--- src/rtl/elevador_fila_pkg.sv ---
// Shared types for the elevator controller: state encoding, direction
// constants and the helper that splits pending calls into above/below.
package elevador_pkg;

    typedef enum logic [2:0] {
        PARADO   = 3'd0,
        SUBINDO  = 3'd1,
        DESCENDO = 3'd2,
        PORTA    = 3'd3,
        EMERG    = 3'd4
    } estado_t;

    localparam logic SOBE  = 1'b1;
    localparam logic DESCE = 1'b0;

    typedef struct packed {
        logic acima;
        logic abaixo;
    } pedidos_dir_t;

    // Reports whether any pending floor lies strictly above or strictly
    // below the current floor; floors at or beyond n_andares are ignored.
    function automatic pedidos_dir_t calc_direcoes(
        input logic [31:0] pendentes,
        input int          n_andares,
        input int          andar
    );
        pedidos_dir_t res;
        res = '0;
        for (int i = 0; i < 32; i++) begin
            if (i < n_andares && pendentes[i]) begin
                if (i > andar) res.acima  = 1'b1;
                if (i < andar) res.abaixo = 1'b1;
            end
        end
        return res;
    endfunction

endpackage

--- src/rtl/elevador_fila_if.sv ---
// Bundle between the sensor/call-button side (master) and the
// controller (slave) that drives motor, door and status outputs.
//
// Request handshake: pedido_valido is a single-cycle strobe qualifying
// andar_pedido. There is no ready; the controller samples every strobe
// on the next rising edge and either latches it, turns it into a
// door-hold, or drops it (out of range, or during emergency).
interface elevador_fila_if #(
    parameter int N_ANDARES     = 5,
    parameter int LARGURA_ANDAR = $clog2(N_ANDARES)
);
    logic                     emergencia;
    logic [LARGURA_ANDAR-1:0] andar_atual;
    logic                     pedido_valido;
    logic [LARGURA_ANDAR-1:0] andar_pedido;
    logic                     motor_liga;
    logic                     motor_direcao;
    logic                     porta_aberta;
    logic [N_ANDARES-1:0]     pendentes;
    logic [2:0]               led_estado;

    modport master (
        output emergencia, andar_atual, pedido_valido, andar_pedido,
        input  motor_liga, motor_direcao, porta_aberta, pendentes, led_estado
    );

    modport slave (
        input  emergencia, andar_atual, pedido_valido, andar_pedido,
        output motor_liga, motor_direcao, porta_aberta, pendentes, led_estado
    );
endinterface

--- src/rtl/elevador_fila_temporizador.sv ---
// Door-open down-counter. Loads TEMPO_PORTA-1 on load or reload and
// counts down to zero; expira is high while the count sits at zero.
module temporizador_porta #(
    parameter int TEMPO_PORTA = 4
) (
    input  logic clock,
    input  logic reset_n,
    input  logic i_carga,
    input  logic i_recarga,
    output logic o_expira
);
    localparam int LARGURA = (TEMPO_PORTA > 1) ? $clog2(TEMPO_PORTA) : 1;
    localparam logic [LARGURA-1:0] VALOR_INICIAL = LARGURA'(TEMPO_PORTA - 1);

    logic [LARGURA-1:0] r_contagem;

    // Count register: (re)load has priority over the decrement.
    always_ff @(posedge clock or negedge reset_n) begin
        if (!reset_n) begin
            r_contagem <= '0;
        end else if (i_carga || i_recarga) begin
            r_contagem <= VALOR_INICIAL;
        end else if (r_contagem != '0) begin
            r_contagem <= r_contagem - LARGURA'(1);
        end
    end

    assign o_expira = (r_contagem == '0);
endmodule

--- src/rtl/elevador_fila.sv ---
// Multi-floor elevator controller with latched calls, SCAN direction
// choice, timed door phase and latched emergency descent.
module elevador_fila
    import elevador_pkg::*;
#(
    parameter int N_ANDARES     = 5,
    parameter int LARGURA_ANDAR = $clog2(N_ANDARES),
    parameter int TEMPO_PORTA   = 4
) (
    input  logic           clock,
    input  logic           reset_n,
    elevador_fila_if.slave bus
);
    estado_t              r_estado;
    estado_t              w_proximo;
    logic [N_ANDARES-1:0] r_pendentes;
    logic [N_ANDARES-1:0] w_pendentes_prox;
    logic                 r_dir_memo;

    logic [N_ANDARES-1:0] w_um_atual;
    logic [N_ANDARES-1:0] w_um_pedido;
    pedidos_dir_t         w_dirs;
    logic                 w_match;
    logic                 w_topo;
    logic                 w_base;
    logic                 w_pedido_ok;
    logic                 w_segura_porta;
    logic                 w_entra_porta;
    logic                 w_expira;

    // One-hot masks; a floor value beyond the last floor shifts out to zero,
    // so it never matches a pending bit.
    assign w_um_atual  = {{(N_ANDARES-1){1'b0}}, 1'b1} << bus.andar_atual;
    assign w_um_pedido = {{(N_ANDARES-1){1'b0}}, 1'b1} << bus.andar_pedido;

    assign w_dirs  = calc_direcoes(32'(r_pendentes), N_ANDARES, int'(bus.andar_atual));
    assign w_match = |(r_pendentes & w_um_atual);
    assign w_topo  = int'(bus.andar_atual) >= (N_ANDARES - 1);
    assign w_base  = (bus.andar_atual == LARGURA_ANDAR'(0));

    assign w_pedido_ok    = bus.pedido_valido && (int'(bus.andar_pedido) < N_ANDARES);
    assign w_segura_porta = (r_estado == PORTA) && bus.pedido_valido &&
                            (bus.andar_pedido == bus.andar_atual);
    assign w_entra_porta  = (w_proximo == PORTA) && (r_estado != PORTA);

    temporizador_porta #(.TEMPO_PORTA(TEMPO_PORTA)) u_temporizador (
        .clock     (clock),
        .reset_n   (reset_n),
        .i_carga   (w_entra_porta),
        .i_recarga (w_segura_porta),
        .o_expira  (w_expira)
    );

    // Next-state: emergency overrides everything; otherwise SCAN rules.
    always_comb begin
        w_proximo = r_estado;
        if (bus.emergencia) begin
            w_proximo = EMERG;
        end else begin
            case (r_estado)
                PARADO: begin
                    if (w_match)                         w_proximo = PORTA;
                    else if (w_dirs.acima && w_dirs.abaixo)
                        w_proximo = (r_dir_memo == SOBE) ? SUBINDO : DESCENDO;
                    else if (w_dirs.acima)               w_proximo = SUBINDO;
                    else if (w_dirs.abaixo)              w_proximo = DESCENDO;
                end
                SUBINDO: begin
                    if (w_match)                         w_proximo = PORTA;
                    else if (!w_dirs.acima || w_topo)    w_proximo = PARADO;
                end
                DESCENDO: begin
                    if (w_match)                         w_proximo = PORTA;
                    else if (!w_dirs.abaixo || w_base)   w_proximo = PARADO;
                end
                PORTA: begin
                    if (w_expira && !w_segura_porta)     w_proximo = PARADO;
                end
                EMERG:   w_proximo = PARADO;
                default: w_proximo = PARADO;
            endcase
        end
    end

    // Request register update: set from a valid call, then clear on door
    // entry so a simultaneous set/clear of the same floor ends up cleared.
    always_comb begin
        w_pendentes_prox = r_pendentes;
        if (bus.emergencia) begin
            w_pendentes_prox = '0;
        end else begin
            if (w_pedido_ok && (r_estado != EMERG) && !w_segura_porta)
                w_pendentes_prox = w_pendentes_prox | w_um_pedido;
            if (w_entra_porta)
                w_pendentes_prox = w_pendentes_prox & ~w_um_atual;
        end
    end

    // State, request and remembered-direction registers.
    always_ff @(posedge clock or negedge reset_n) begin
        if (!reset_n) begin
            r_estado    <= PARADO;
            r_pendentes <= '0;
            r_dir_memo  <= SOBE;
        end else begin
            r_estado    <= w_proximo;
            r_pendentes <= w_pendentes_prox;
            if (w_proximo == SUBINDO && r_estado != SUBINDO)
                r_dir_memo <= SOBE;
            else if (w_proximo == DESCENDO && r_estado != DESCENDO)
                r_dir_memo <= DESCE;
        end
    end

    // Moore output decode from the state register (plus floor-0 test in EMERG).
    always_comb begin
        bus.motor_liga    = 1'b0;
        bus.motor_direcao = 1'b0;
        bus.porta_aberta  = 1'b0;
        case (r_estado)
            SUBINDO: begin
                bus.motor_liga    = 1'b1;
                bus.motor_direcao = SOBE;
            end
            DESCENDO: begin
                bus.motor_liga    = 1'b1;
                bus.motor_direcao = DESCE;
            end
            PORTA: bus.porta_aberta = 1'b1;
            EMERG: begin
                if (!w_base) bus.motor_liga   = 1'b1;
                else         bus.porta_aberta = 1'b1;
            end
            default: ;
        endcase
    end

    assign bus.led_estado = r_estado;
    assign bus.pendentes  = r_pendentes;
endmodule

--- src/flat_wrapper.sv ---
// flat-port wrapper written by rule: the top's interface ports become plain ports
module elevador_fila_flat import elevador_pkg::*;
#(
    parameter int N_ANDARES     = 5,
    parameter int LARGURA_ANDAR = $clog2(N_ANDARES),
    parameter int TEMPO_PORTA   = 4
)
  (clock, reset_n, bus_emergencia, bus_andar_atual, bus_pedido_valido, bus_andar_pedido, bus_motor_liga, bus_motor_direcao, bus_porta_aberta, bus_pendentes, bus_led_estado);
  elevador_fila_if #(.N_ANDARES(N_ANDARES), .LARGURA_ANDAR(LARGURA_ANDAR)) bus_i ();
  input  logic clock;
  input  logic reset_n;
  input wire logic [$bits(bus_i.emergencia)-1:0] bus_emergencia;
  input wire logic [$bits(bus_i.andar_atual)-1:0] bus_andar_atual;
  input wire logic [$bits(bus_i.pedido_valido)-1:0] bus_pedido_valido;
  input wire logic [$bits(bus_i.andar_pedido)-1:0] bus_andar_pedido;
  output wire logic [$bits(bus_i.motor_liga)-1:0] bus_motor_liga;
  output wire logic [$bits(bus_i.motor_direcao)-1:0] bus_motor_direcao;
  output wire logic [$bits(bus_i.porta_aberta)-1:0] bus_porta_aberta;
  output wire logic [$bits(bus_i.pendentes)-1:0] bus_pendentes;
  output wire logic [$bits(bus_i.led_estado)-1:0] bus_led_estado;
  assign bus_i.emergencia = bus_emergencia;
  assign bus_i.andar_atual = bus_andar_atual;
  assign bus_i.pedido_valido = bus_pedido_valido;
  assign bus_i.andar_pedido = bus_andar_pedido;
  assign bus_motor_liga = bus_i.motor_liga;
  assign bus_motor_direcao = bus_i.motor_direcao;
  assign bus_porta_aberta = bus_i.porta_aberta;
  assign bus_pendentes = bus_i.pendentes;
  assign bus_led_estado = bus_i.led_estado;
  elevador_fila #(.N_ANDARES(N_ANDARES), .LARGURA_ANDAR(LARGURA_ANDAR), .TEMPO_PORTA(TEMPO_PORTA)) u_core (.clock(clock), .reset_n(reset_n), .bus(bus_i));
endmodule
--- config.mk ---
export PLATFORM = sky130hd
export DESIGN_NAME = elevador_fila_flat
export DESIGN_NICKNAME = d
export VERILOG_FILES = /design/src/rtl/elevador_fila_pkg.sv /design/src/rtl/elevador_fila_if.sv /design/src/rtl/elevador_fila_temporizador.sv /design/src/rtl/elevador_fila.sv /design/src/flat_wrapper.sv
export SDC_FILE = /design/constraint.sdc
export NUM_CORES = 1
export LEC_CHECK = 0
export BUFFER_PORTS_ARGS = -buffer_cell sky130_fd_sc_hd__buf_4
export CORE_MARGIN = 10
export CORE_UTILIZATION = 50
export CTS_BUF_LIST = sky130_fd_sc_hd__clkbuf_16
export DETAILED_ROUTE_END_ITERATION = 7
export HOLD_SLACK_MARGIN = 0.15
export PLACE_DENSITY_LB_ADDON = 0.08
export SLEW_MARGIN = 15
export SYNTH_ARGS = -nofsm -noshare
export SYNTH_HDL_FRONTEND = slang
export SYNTH_HIERARCHICAL = 1
export SYNTH_SLANG_ARGS = --single-unit
--- constraint.sdc ---
create_clock -name clock -period 2.1 [get_ports clock]
set_input_delay 0.63 -clock clock [delete_from_list [all_inputs] [get_ports clock]]
set_output_delay 0.63 -clock clock [all_outputs]
set_load 0.005 [all_outputs]
==> impl_metrics.json <==
{
  "status": "finished, final reports clean",
  "required_ps": 1470,
  "die_h_microns": 61.8,
  "core_sq_um": 1690,
  "synth_area_leader_cell": "dfrtp_1",
  "synth_area_leaders": "dfrtp_1 29%, a211oi_1 4.3%, xor2_1 4.0%",
  "drive_above_1_share": 0.341,
  "antenna_cells": 0,
  "cp_max_fo": 4,
  "grtUsageTotal": 0.140,
  "wl_per_cell_microns": 16.1,
  "gp_congestion": 0.866,
  "synth_cell_types": 43,
  "critPathCaptureType": "output port",
  "r2r_end": "u_core/bus.pendentes[4]",
  "peakVddDrop_mv": 0.722,
  "cts.sinks": 11,
  "async_flop_share": 1.00,
  "dp.cells": 148,
  "synthXorXnorAreaFrac": 0.0401,
  "cts_max_level": 1,
  "start_kind": "input pin",
  "num_io_pins": 21,
  "intPower_mw": 0.626,
  "p_leak_nw": 0.564,
  "area_growth_pct": 38.1,
  "drv_slew": 0,
  "synth-seq-area-share": 0.316,
  "tightest_slew_ps": 406,
  "path_class": "input pin to output port",
  "drt-total-wl_mm": 2.45,
  "stdcell_count": 152,
  "clock_latency_ps": 240,
  "synth_top_family_by_area": "simple AND/OR/NAND/NOR gates",
  "rsz0062_at_grt": "true",
  "syn_nets": 116,
  "crit_chain": "buf_6 -> or3_4 -> a21oi_2 -> o21bai_1 -> buf_4",
  "synth_compound_area_frac": 0.245,
  "cpPeakStageDelay_ps": 390,
  "ys_ff_latch": 11,
  "finalInstanceArea_sq_um": 1210,
  "skew_ps": 3.60,
  "grt_start_max_net_pins": 12,
  "synth_commonest_cells": "10 x dfrtp_1, 7 x inv_1, 7 x nor2_1",
  "synthAdderAreaFrac": 0.0143,
  "cp.arrival_ps": 1440,
  "synthSimpleGateAreaFrac": 0.313,
  "cts.hold.buffers_added": 0,
  "setup_viol": 0,
  "vias_per_cell": 6.14,
  "synthCells": 105,
  "antenna_found_initial": 0,
  "power_mw": 0.866,
  "grt_pass1_wl_mm": 4.05,
  "ant_nets": 0,
  "p_switching_mw": 0.240,
  "avgSynthCellArea_sq_um": 8.33,
  "slowest_stage": "or3_4",
  "slew_headroom": 0.727,
  "fmax_mhz": 483,
  "post-route-period-util": 0.986,
  "tritoncts": "built",
  "synth_edf_count": 0,
  "drc_errors": 0,
  "firstDrtPassIters": 4,
  "comb_power_share": 0.269,
  "hold_path_class": "input pin to asynchronous set/reset pin",
  "report.final.hold_viol_count": 0,
  "synth_area_sq_um": 875,
  "period_needed_ps": 2070,
  "drt_iter0_markers": 24,
  "vias": 934,
  "placed_cell_area_sq_um": 1110,
  "yosysWarnings": 6,
  "fin_nets": 147,
  "clockBufferDepth": 2,
  "r2r_setup_slack_ps": 360,
  "pwr-share-seq": 0.335,
  "r2r_start": "u_core/bus.pendentes[0]",
  "initial_core_util": 0.518,
  "ctsRootBufferMaster": "clkbuf_16",
  "power.density_nw_per_um2": 717,
  "ys.flop_type": "dfrtp_1",
  "die_x_microns": 61.8,
  "io_buffers": 20,
  "clock_power_share": 0.396,
  "synth_top_area_frac": 0.286,
  "tns_ps": 0,
  "swShare": 0.277,
  "maxCapViolations": 0,
  "clk_pin_slew_ps": 40,
  "synth.most_common_cell": "dfrtp_1",
  "rows": 15,
  "r2r_cells": 6,
  "synthMuxAreaShare": 0.0114,
  "grt_overflow_total": 0,
  "grt_pass1_vias": 892,
  "post-dp-hpwl_mm": 1.85,
  "die-area_sq_um": 3820,
  "cts_buffers": 3
}
worst max path at each step:
| stage | from | slack [ps] | to | cells past startpoint |
|---|---|---|---|---|
| 2_1_floorplan | bus_andar_atual[0] | 100 | u_core/bus.pendentes[3] | 6 |
| 3_3_place_gp | bus_andar_atual[0] | -40 | bus_porta_aberta | 4 |
| 3_5_place_dp | bus_andar_atual[0] | -40 | u_core/bus.pendentes[1] | 8 |
| 4_1_cts | bus_andar_atual[0] | 0.1 | bus_motor_liga | 5 |
| 5_1_grt | bus_andar_atual[0] | -20 | bus_motor_liga | 5 |
| 6_report | bus_andar_atual[0] | 30 | bus_motor_liga | 5 |
logic make-up (layout without fill, tap and decap cells):
logic type,after synthesis,in the layout
AO/OA/AOI/OAI,31,31
adder cells (fa/ha/maj),1,1
XOR/XNOR,4,4
multiplexers,1,1
flip-flops,11,11
buffers and inverters,13,43
AND/OR/NAND/NOR,44,44
registers in the layout, summed over array words and instances, names as in the netlist:
signal,cells
u_core/r_dir_memo,1
u_core/u_temporizador/r_contagem,2
u_core/bus.pendentes,5
u_core/bus.led_estado,3
cell usage in the layout, fill, tap and decap left out, types with 2 or more instances in the layout:
cell type   n
buf_4      30
dfrtp_1    10
inv_1       8
nor2_1      7
nand2_1     6
nor3_1      5
a211oi_1    5
xor2_1      4
a31oi_1     4
a21oi_1     4
clkbuf_16   3
nand2b_1    3
nand3_1     3
buf_6       2
a31o_2      2
o21ai_2     2
and2_1      2
nor2b_1     2
o21bai_1    2
o21ai_1     2
nor3b_1     2
and4b_1     2
worst max-delay path, delay by kind of cell:
kind / cells / cell delay (ps)
buf+inv: 2 / 230
simple gates: 1 / 390
compound gates: 2 / 190
through the flow:
step / utilization / worst slack, ps / hold slack (ps)
floorplan: - / 95.6 / 334
global placement: 0.657 / -36.8 / 476
detailed placement: 0.657 / -41.1 / 476
CTS: 0.709 / 0.146 / 224
global route: 0.715 / -24.2 / 224
finish: 0.715 / 28.9 / 220
routing by layer:
metal  up-vias  track usage  part of all wire
met3         4       0.0346             0.056
met2        33        0.228              0.50
met5         -            0                 0
met4         0       0.0478             0.011
li1        451            -                 -
met1       446        0.174              0.43
area by class of cell:
class	count	area (sq um)
multi-input combinational	81	557
inverter	7	26.3
clock buffer	3	75.1
timing repair buffer	32	248
sequential	11	277
clock inverter	1	3.75
fill	132	482
tap	17	21.3
repair_timing:
item | in CTS | in global routing
resized for setup | 3 | 3
endpoints found under the hold margin | 0 | 0
setup buffers | 0 | 0
setup endpoints to repair | 2 | 2
power by group through the flow:
| stage | logic, mW | clock network, mW | registers, mW |
|---|---|---|---|
| floorplan | 0.150 | 0 | 0.286 |
| global placement | 0.214 | 0 | 0.290 |
| detailed placement | 0.228 | 0 | 0.293 |
| CTS | 0.234 | 0.349 | 0.290 |
| global route | 0.258 | 0.358 | 0.295 |
| finish | 0.233 | 0.343 | 0.290 |
Power figures use the tool's default switching activity.
